**config.mk**
```make
export PLATFORM = sky130hd
export DESIGN_NAME = keypad_event_encoder
export DESIGN_NICKNAME = d
export VERILOG_FILES = /design/src/rtl/keypad_event_encoder.sv
export SDC_FILE = /design/constraint.sdc
export NUM_CORES = 1
export LEC_CHECK = 0
export BUFFER_PORTS_ARGS = -buffer_cell sky130_fd_sc_hd__buf_2
export CORE_MARGIN = 3
export CORE_UTILIZATION = 30
export CTS_BUF_LIST = sky130_fd_sc_hd__clkbuf_8
export DETAILED_ROUTE_END_ITERATION = 16
export HOLD_SLACK_MARGIN = 0.02
export PLACE_DENSITY = 0.48
export SLEW_MARGIN = 20
export SYNTH_ARGS = -nofsm -noshare
export SYNTH_HDL_FRONTEND = slang
export SYNTH_SLANG_ARGS = --single-unit
```
**constraint.sdc**
```tcl
create_clock -name clk -period 2.7 [get_ports clk]
set_clock_uncertainty 0.2 [all_clocks]
set_input_delay 0.135 -clock clk [delete_from_list [all_inputs] [get_ports clk]]
set_output_delay 0.135 -clock clk [all_outputs]
set_load 0.1 [all_outputs]
```
**src/rtl/keypad_event_encoder.sv**
```systemverilog
// Scans a 4x4 active-low keypad, debounces it and emits one rec_num/rec_op pulse per accepted key.
// Latency: 2 sync + <=4*SCAN_DIV scan + DEBOUNCE_CYCLES + 1 clk from stable press to pulse.
// No backpressure: pulses are fire-and-forget, spaced by at least DEBOUNCE_CYCLES idle cycles.
// Optional feature macro: KEYPAD_REPEAT_EN (auto-repeat of held digit keys every REPEAT_CYCLES).
module keypad_event_encoder #(
    parameter int SCAN_DIV        = 1000,
    parameter int DEBOUNCE_CYCLES = 50000,
    parameter int REPEAT_CYCLES   = 2500000
) (
    input  logic       clk,
    input  logic       rst,
    input  logic [3:0] row_n,
    output logic [3:0] col_n,
    output logic       rec_num,
    output logic       rec_op,
    output logic [3:0] key_code,
    output logic       key_held
);

    localparam int SCAN_W = $clog2(SCAN_DIV) + 1;
    localparam int DEB_W  = $clog2(DEBOUNCE_CYCLES) + 1;

    typedef enum logic [1:0] {SCAN, DEBOUNCE, EMIT, WAIT_RELEASE} state_t;

    state_t              state;
    logic [3:0]          rs_meta;
    logic [3:0]          rs;
    logic [SCAN_W-1:0]   scan_cnt;
    logic [DEB_W-1:0]    deb_cnt;
    logic [1:0]          row;
    logic [1:0]          col;
    logic                row_lvl;
    logic [3:0]          emit_code;
`ifdef KEYPAD_REPEAT_EN
    localparam int REP_W = $clog2(REPEAT_CYCLES) + 1;
    logic [REP_W-1:0]    rep_cnt;
`endif

    // Keypad legend: r0: 1 2 3 A | r1: 4 5 6 B | r2: 7 8 9 C | r3: * 0 # D
    function automatic logic [3:0] key_map(input logic [1:0] r, input logic [1:0] c);
        logic [3:0] code;
        case ({r, c})
            4'h0: code = 4'd1;   4'h1: code = 4'd2;   4'h2: code = 4'd3;   4'h3: code = 4'd10;
            4'h4: code = 4'd4;   4'h5: code = 4'd5;   4'h6: code = 4'd6;   4'h7: code = 4'd11;
            4'h8: code = 4'd7;   4'h9: code = 4'd8;   4'hA: code = 4'd9;   4'hB: code = 4'd12;
            4'hC: code = 4'd15;  4'hD: code = 4'd0;   4'hE: code = 4'd14;  default: code = 4'd13;
        endcase
        return code;
    endfunction

    // Lowest-index low row wins when several rows read low at once.
    function automatic logic [1:0] lowest_low(input logic [3:0] v);
        logic [1:0] idx;
        if (!v[0])      idx = 2'd0;
        else if (!v[1]) idx = 2'd1;
        else if (!v[2]) idx = 2'd2;
        else            idx = 2'd3;
        return idx;
    endfunction

    assign row_lvl   = rs[row];
    assign emit_code = key_map(row, col);

    // Two-flop synchroniser for the asynchronous row inputs; idle level is all-high.
    always_ff @(posedge clk or posedge rst) begin
        if (rst) begin
            rs_meta <= 4'hF;
            rs      <= 4'hF;
        end else begin
            rs_meta <= row_n;
            rs      <= rs_meta;
        end
    end

    // Scan / debounce / emit / wait-for-release state machine with registered outputs.
    always_ff @(posedge clk or posedge rst) begin
        if (rst) begin
            state    <= SCAN;
            scan_cnt <= '0;
            deb_cnt  <= '0;
            row      <= 2'd0;
            col      <= 2'd0;
            col_n    <= 4'b1110;
            rec_num  <= 1'b0;
            rec_op   <= 1'b0;
            key_code <= 4'd0;
            key_held <= 1'b0;
`ifdef KEYPAD_REPEAT_EN
            rep_cnt  <= '0;
`endif
        end else begin
            rec_num <= 1'b0;
            rec_op  <= 1'b0;
            case (state)
                SCAN: begin
                    if (scan_cnt == SCAN_W'(SCAN_DIV - 1)) begin
                        scan_cnt <= '0;
                        if (rs != 4'hF) begin
                            // Column stays frozen on the one that produced the hit.
                            row     <= lowest_low(rs);
                            deb_cnt <= '0;
                            state   <= DEBOUNCE;
                        end else begin
                            col   <= col + 2'd1;
                            col_n <= {col_n[2:0], col_n[3]};
                        end
                    end else begin
                        scan_cnt <= scan_cnt + 1'b1;
                    end
                end
                DEBOUNCE: begin
                    if (row_lvl) begin
                        // Bounce: resume scanning the same column from a fresh period.
                        deb_cnt  <= '0;
                        scan_cnt <= '0;
                        state    <= SCAN;
                    end else if (deb_cnt == DEB_W'(DEBOUNCE_CYCLES - 1)) begin
                        deb_cnt  <= '0;
                        key_code <= emit_code;
                        if (emit_code < 4'd10) rec_num <= 1'b1;
                        else                   rec_op  <= 1'b1;
                        state    <= EMIT;
                    end else begin
                        deb_cnt <= deb_cnt + 1'b1;
                    end
                end
                EMIT: begin
                    key_held <= 1'b1;
                    deb_cnt  <= '0;
                    state    <= WAIT_RELEASE;
`ifdef KEYPAD_REPEAT_EN
                    // The EMIT cycle itself counts as the first cycle of the repeat period.
                    rep_cnt  <= REP_W'(1);
`endif
                end
                WAIT_RELEASE: begin
                    if (row_lvl) begin
                        if (deb_cnt == DEB_W'(DEBOUNCE_CYCLES - 1)) begin
                            deb_cnt  <= '0;
                            key_held <= 1'b0;
                            scan_cnt <= '0;
                            col      <= col + 2'd1;
                            col_n    <= {col_n[2:0], col_n[3]};
                            state    <= SCAN;
                        end else begin
                            deb_cnt <= deb_cnt + 1'b1;
                        end
                    end else begin
                        deb_cnt <= '0;
                    end
`ifdef KEYPAD_REPEAT_EN
                    // Only digits auto-repeat; any high cycle on the row restarts the period.
                    if (row_lvl) begin
                        rep_cnt <= '0;
                    end else if (key_code < 4'd10) begin
                        if (rep_cnt == REP_W'(REPEAT_CYCLES - 1)) begin
                            rep_cnt <= '0;
                            rec_num <= 1'b1;
                        end else begin
                            rep_cnt <= rep_cnt + 1'b1;
                        end
                    end
`endif
                end
                default: state <= SCAN;
            endcase
        end
    end

endmodule

```
After elaboration in Yosys (flattened, before gate mapping)
Memories as Yosys holds them, arrays and structs flattened.
Index checks and enable logic that the tools add are counted.

storage, ports and cells
  output and inout port bits = 11
  input bits = 6
  bits in read-only memories = 64
  memories kept = 1
  latch bits = 0
  register bits = 53
  memory bits (writable) = 0
  word-level logic and storage cells = 87

memory list
  memory            depth  bits a word  read ports  clocked after memory_dff  write ports  RTL line  source
  (name not given)  16     4            1           0                         0            42        case ({r, c})

cells by class
  equality and inequality tests = 13
  magnitude comparators = 2
  $mul = 0
  bitwise logic cells = 1
  div/mod/pow operators = 0
  muxes and demuxes = 44
  add/sub/neg operators = 3
  shifts and indexed selects = 0
  reductions and logical operators = 11

operators by type and width
  kind                   number
  $mux 17                5
  $pmux 17 s4            1
  $mux 11                4
  $pmux 11 s3            1
  $mux 2                 12
  $add 17x1->17 const B  1
  $eq 17x16->1 const B   1
  $mux 4                 4
  $mux 1                 12
  $ne 2x2->1 const B     6
  $add 11x1->11 const B  1
  $eq 11x10->1 const B   1
  $reduce_and 5->1       2
  $reduce_and 3->1       3
  $pmux 2 s4             1
  $pmux 4 s2             1
  $eq 2x2->1 const B     2
  $lt 4x4->1 const B     1
  $ne 4x4->1 const B     1
  $pmux 2 s2             1
  $reduce_and 4->1       1
  $reduce_bool 2->1      2
  $lt 2x3->1 const B     1
  $ne 3x3->1 const B     1
  other kinds (8)        8

Depth between registers and ports, before layout
An unclocked memory read counts as a cell.

  depth after elaboration = 6
  mapped depth = 8
  mapped depth without buffers = 7

Worst setup path before layout
OpenSTA, ideal clock, no wires.

  path kind = reg-to-reg
  start = register scan_cnt[3]
  end = register col_n[0]
  buffers on the path = 1
  path slack = 253 ps
  clock period less this slack = 2,447 ps
  stages on the path, launching flop included = 7
  data required time = 2,374 ps
  data arrival time = 2,121 ps
  setup time = 126 ps
  cells stage by stage = dfrtp_1 > or4b_4 > or4_1 > buf_2 > o32ai_4 > nand2_4 > mux2_2

between the ends
  cells in the longest elaborated chain, start to end = 3

ends and longest elaborated chain
  what                               RTL line  source
  from (decl)                        28        logic [SCAN_W-1:0] scan_cnt;
  from (signal assigned)             108       scan_cnt <= scan_cnt + 1'b1;
  $eq 11x10->1                       96        if (scan_cnt == SCAN_W'(SCAN_DIV - 1)) begin
  $ne 2x2->1 (no source line)        n/a
  $reduce_and 5->1 (no source line)  n/a
  to (signal assigned)               105       col_n <= {col_n[2:0], col_n[3]};
  to (signal assigned)               143       col_n <= {col_n[2:0], col_n[3]};
  to (decl)                          13        output logic [3:0] col_n,

No other way between the ends.
A chain may end at the register's enable or synchronous reset.

Worst setup path in the final report
Ends and elaborated chain as after synthesis.

==> run summary <==
Outcome: completed
Final Hold Vio Count: 0
Clock Tree Buf Depth: 2
Post-synthesis cell area: 2870 µm²
Number of port buffers: 16
Slew HR: 44.9%
CP arrival: 2.49 ns
Htree depth: 2
Cell taking the most area after synthesis: dfrtp_1
Synth top area share: 36.6%
Final period util: 92.1%
Pre-antenna DRT Iters: 4
Worst vdd ir: 0.156 mV
Main area contributors after synthesis: dfrtp_1 37%, dfstp_2 10%, ha_1 4.8%
Share of layout cells above drive strength 1: 20.8%
Least-Margin Pin Slew: 0.823 ns
Hold_ws: 0.161 ns
Crit Path Class: flop to flop
Slowest cell on the critical path: or4b_4
Die Area: 10800 µm²
Congestion Overflow GR: 0
Gpl congestion: 0.797
Final #Nets: 343
First-pass GRT wire length: 11.4 mm
Distinct cells, synth: 53
Mapped Nets: 306
CTS buffer count: 5
DP Area: 3210 µm²
CP Max Fanout: 6
Post-route total power: 1.39 mW
Via-per-instance ratio: 5.08
CP Cell Sequence: or4b_4 -> or4_1 -> o32ai_4 -> nand2_4 -> mux2_2
Core area: 9280 µm²
Fmax: 0.402 GHz
Via count: 2316
IO Count: 17
Largest net degree at the start of global routing: 48
CTS tree: done
Setup slack after layout: 0.215 ns
Final Non-Filler Cells: 456
MaxCap Viol Count: 0
Pre-CTS setup slack: 0.235 ns
Area grow syn2layout: 17.5%
CTS sink cnt: 53
Register bit count reported by yosys: 53
Cell Rows: 35
Sequential fraction of the synthesis area: 46.7%
DP HPWL: 4.51 mm
Initial Util: 30.9%
Initial antenna violation count: 0
Die extent in y: 104 µm
Syn Inst Count: 289
Final setup TNS: 0 ns
Clk Latency, worst-skew pair: 0.31 ns
Largest stage delay, worst path: 0.59 ns
Number of global-route vias before repair: 2295
Wire length per cell: 14.0 µm
Final core utilization: 36.3%
Die W: 104 µm
Number of flops mapped to enable cells by yosys: 0
Worst-path clk slew: 0.11 ns
DRT antenna net count: 0
CP Capture Type: flop
Setup Buffers After CTS: 0
CP Launch Type: flop
Top FF cell, synth: dfrtp_1
Antenna cells: 0
RSZ-0062 raised after global routing: no
DRC viols: 0
Post-layout minimum cycle time: 2.49 ns
Total track usage: 12.7%
Placed insts: 443
Synth Warn #: 0
Max Slew Vio Count: 0
Count leader, synth: dfrtp_1
Post-route cell area: 3370 µm²
Post-synth top cells: 42 x dfrtp_1, 30 x nand2_1, 23 x o21ai_0, 15 x a21oi_1, 15 x inv_1
Mean Syn Cell Area: 9.93 µm²
FF-to-FF setup slack: 0.21 ns
Final setup vio count: 0
Cell Pwr Density: 413 nW/µm²
Starting DRT DRC Count: 147
Ys async rst share: 100%
Req. time, crit path: 2.70 ns
Leakage power: 1.49 nW
CTS Root Buffer Type: clkbuf_8
Post-Route WL: 6.38 mm
Post-CTS resize count: 0
Tightest Hold Check Type: flop to flop
-- cell type report --
class	count	area, µm²
inverter	15	57.6
clock buffer	5	68.8
multi-input combinational	212	1440
clock inverter	3	42.5
tap	129	161
fill	956	5910
timing repair buffer	39	265
sequential	53	1340
-- kinds of logic after synthesis --
logic type               Yosys count  share of synthesized area (%)
XOR/XNOR                           1                          0.305
multiplexers                      13                           5.28
adder cells (fa/ha/maj)           11                           4.80
flip-flops                        53                           46.7
AO/OA/AOI/OAI                     79                           19.1
AND/OR/NAND/NOR                  108                           20.5
buffers and inverters             24                           3.27
-- worst max-delay path, delay by kind of cell (launching register included) --
kind,cells,cell delay (ns)
AOI/OAI and AO/OA,1,0.26
DFF,1,0.43
muxes,1,0.28
and+or+nand+nor,3,1.20
-- state kept, by name, indices dropped and copies added (netlist names), named ones only --
register  flops
rec_op        1
state         1
col           2
col_n         4
rs_meta       4
rs            4
row           2
key_held      1
rec_num       1
key_code      4
scan_cnt     11
deb_cnt      17
-- metal layers --
layer / track usage [%] / wire (µm)
met4: 3.13 / 56
met3: 2.62 / 229
met5: 0 / 0
met1: 17.4 / 3110
met2: 20.5 / 2990
-- worst paths after layout --
kind                                         start                   end  cells past startpoint
setup / recovery           scan_cnt[3]$_DFFE_PP0P_  col_n[0]$_DFFE_PP0P_                      5
hold / removal                rs_meta[3]$_DFF_PP1_       rs[3]$_DFF_PP1_                      0
setup reg to reg           scan_cnt[3]$_DFFE_PP0P_  col_n[0]$_DFFE_PP0P_                      5
hold reg to reg               rs_meta[3]$_DFF_PP1_       rs[3]$_DFF_PP1_                      0
max in group asynchronous                      rst      rec_op$_DFF_PP0_                      4
min in group asynchronous                      rst  state[0]$_DFFE_PP0P_                      3
-- where the power goes --
group	internal [mW]	total, mW	switching, mW
logic	0.0121	0.0337	0.0216
registers	0.805	0.809	0.00426
clock network	0.275	0.551	0.275
total	1.09	1.39	0.301
-- cells in the final DEF (no fill, tap or decap), drive strengths merged, types with 2 or more instances in the layout --
| master | n |
|---|---|
| o21a | 4 |
| nor3 | 4 |
| dfstp | 11 |
| o21ai | 24 |
| a21oi | 15 |
| nor2 | 12 |
| buf | 34 |
| nor2b | 3 |
| dlygate4sd3 | 5 |
| a41oi | 4 |
| and4 | 3 |
| o31ai | 10 |
| a31oi | 7 |
| nand3 | 13 |
| clkbuf | 5 |
| nand4 | 7 |
| or4 | 2 |
| dfrtp | 42 |
| mux2i | 5 |
| or3 | 6 |
| nor4 | 7 |
| mux2 | 7 |
| nand2 | 31 |
| clkinv | 2 |
| ha | 11 |
| and3 | 6 |
| and2 | 2 |
| nor4bb | 2 |
| inv | 15 |
| nand2b | 4 |
| a22o | 2 |
-- repair_timing --
| item | 4_1_cts | 5_1_grt |
|---|---|---|
| setup endpoints to repair | 0 | 0 |
| hold endpoints to repair | 38 | 0 |
| hold buffers | 5 | 0 |
Note: power is estimated with default switching activity, not from simulation.
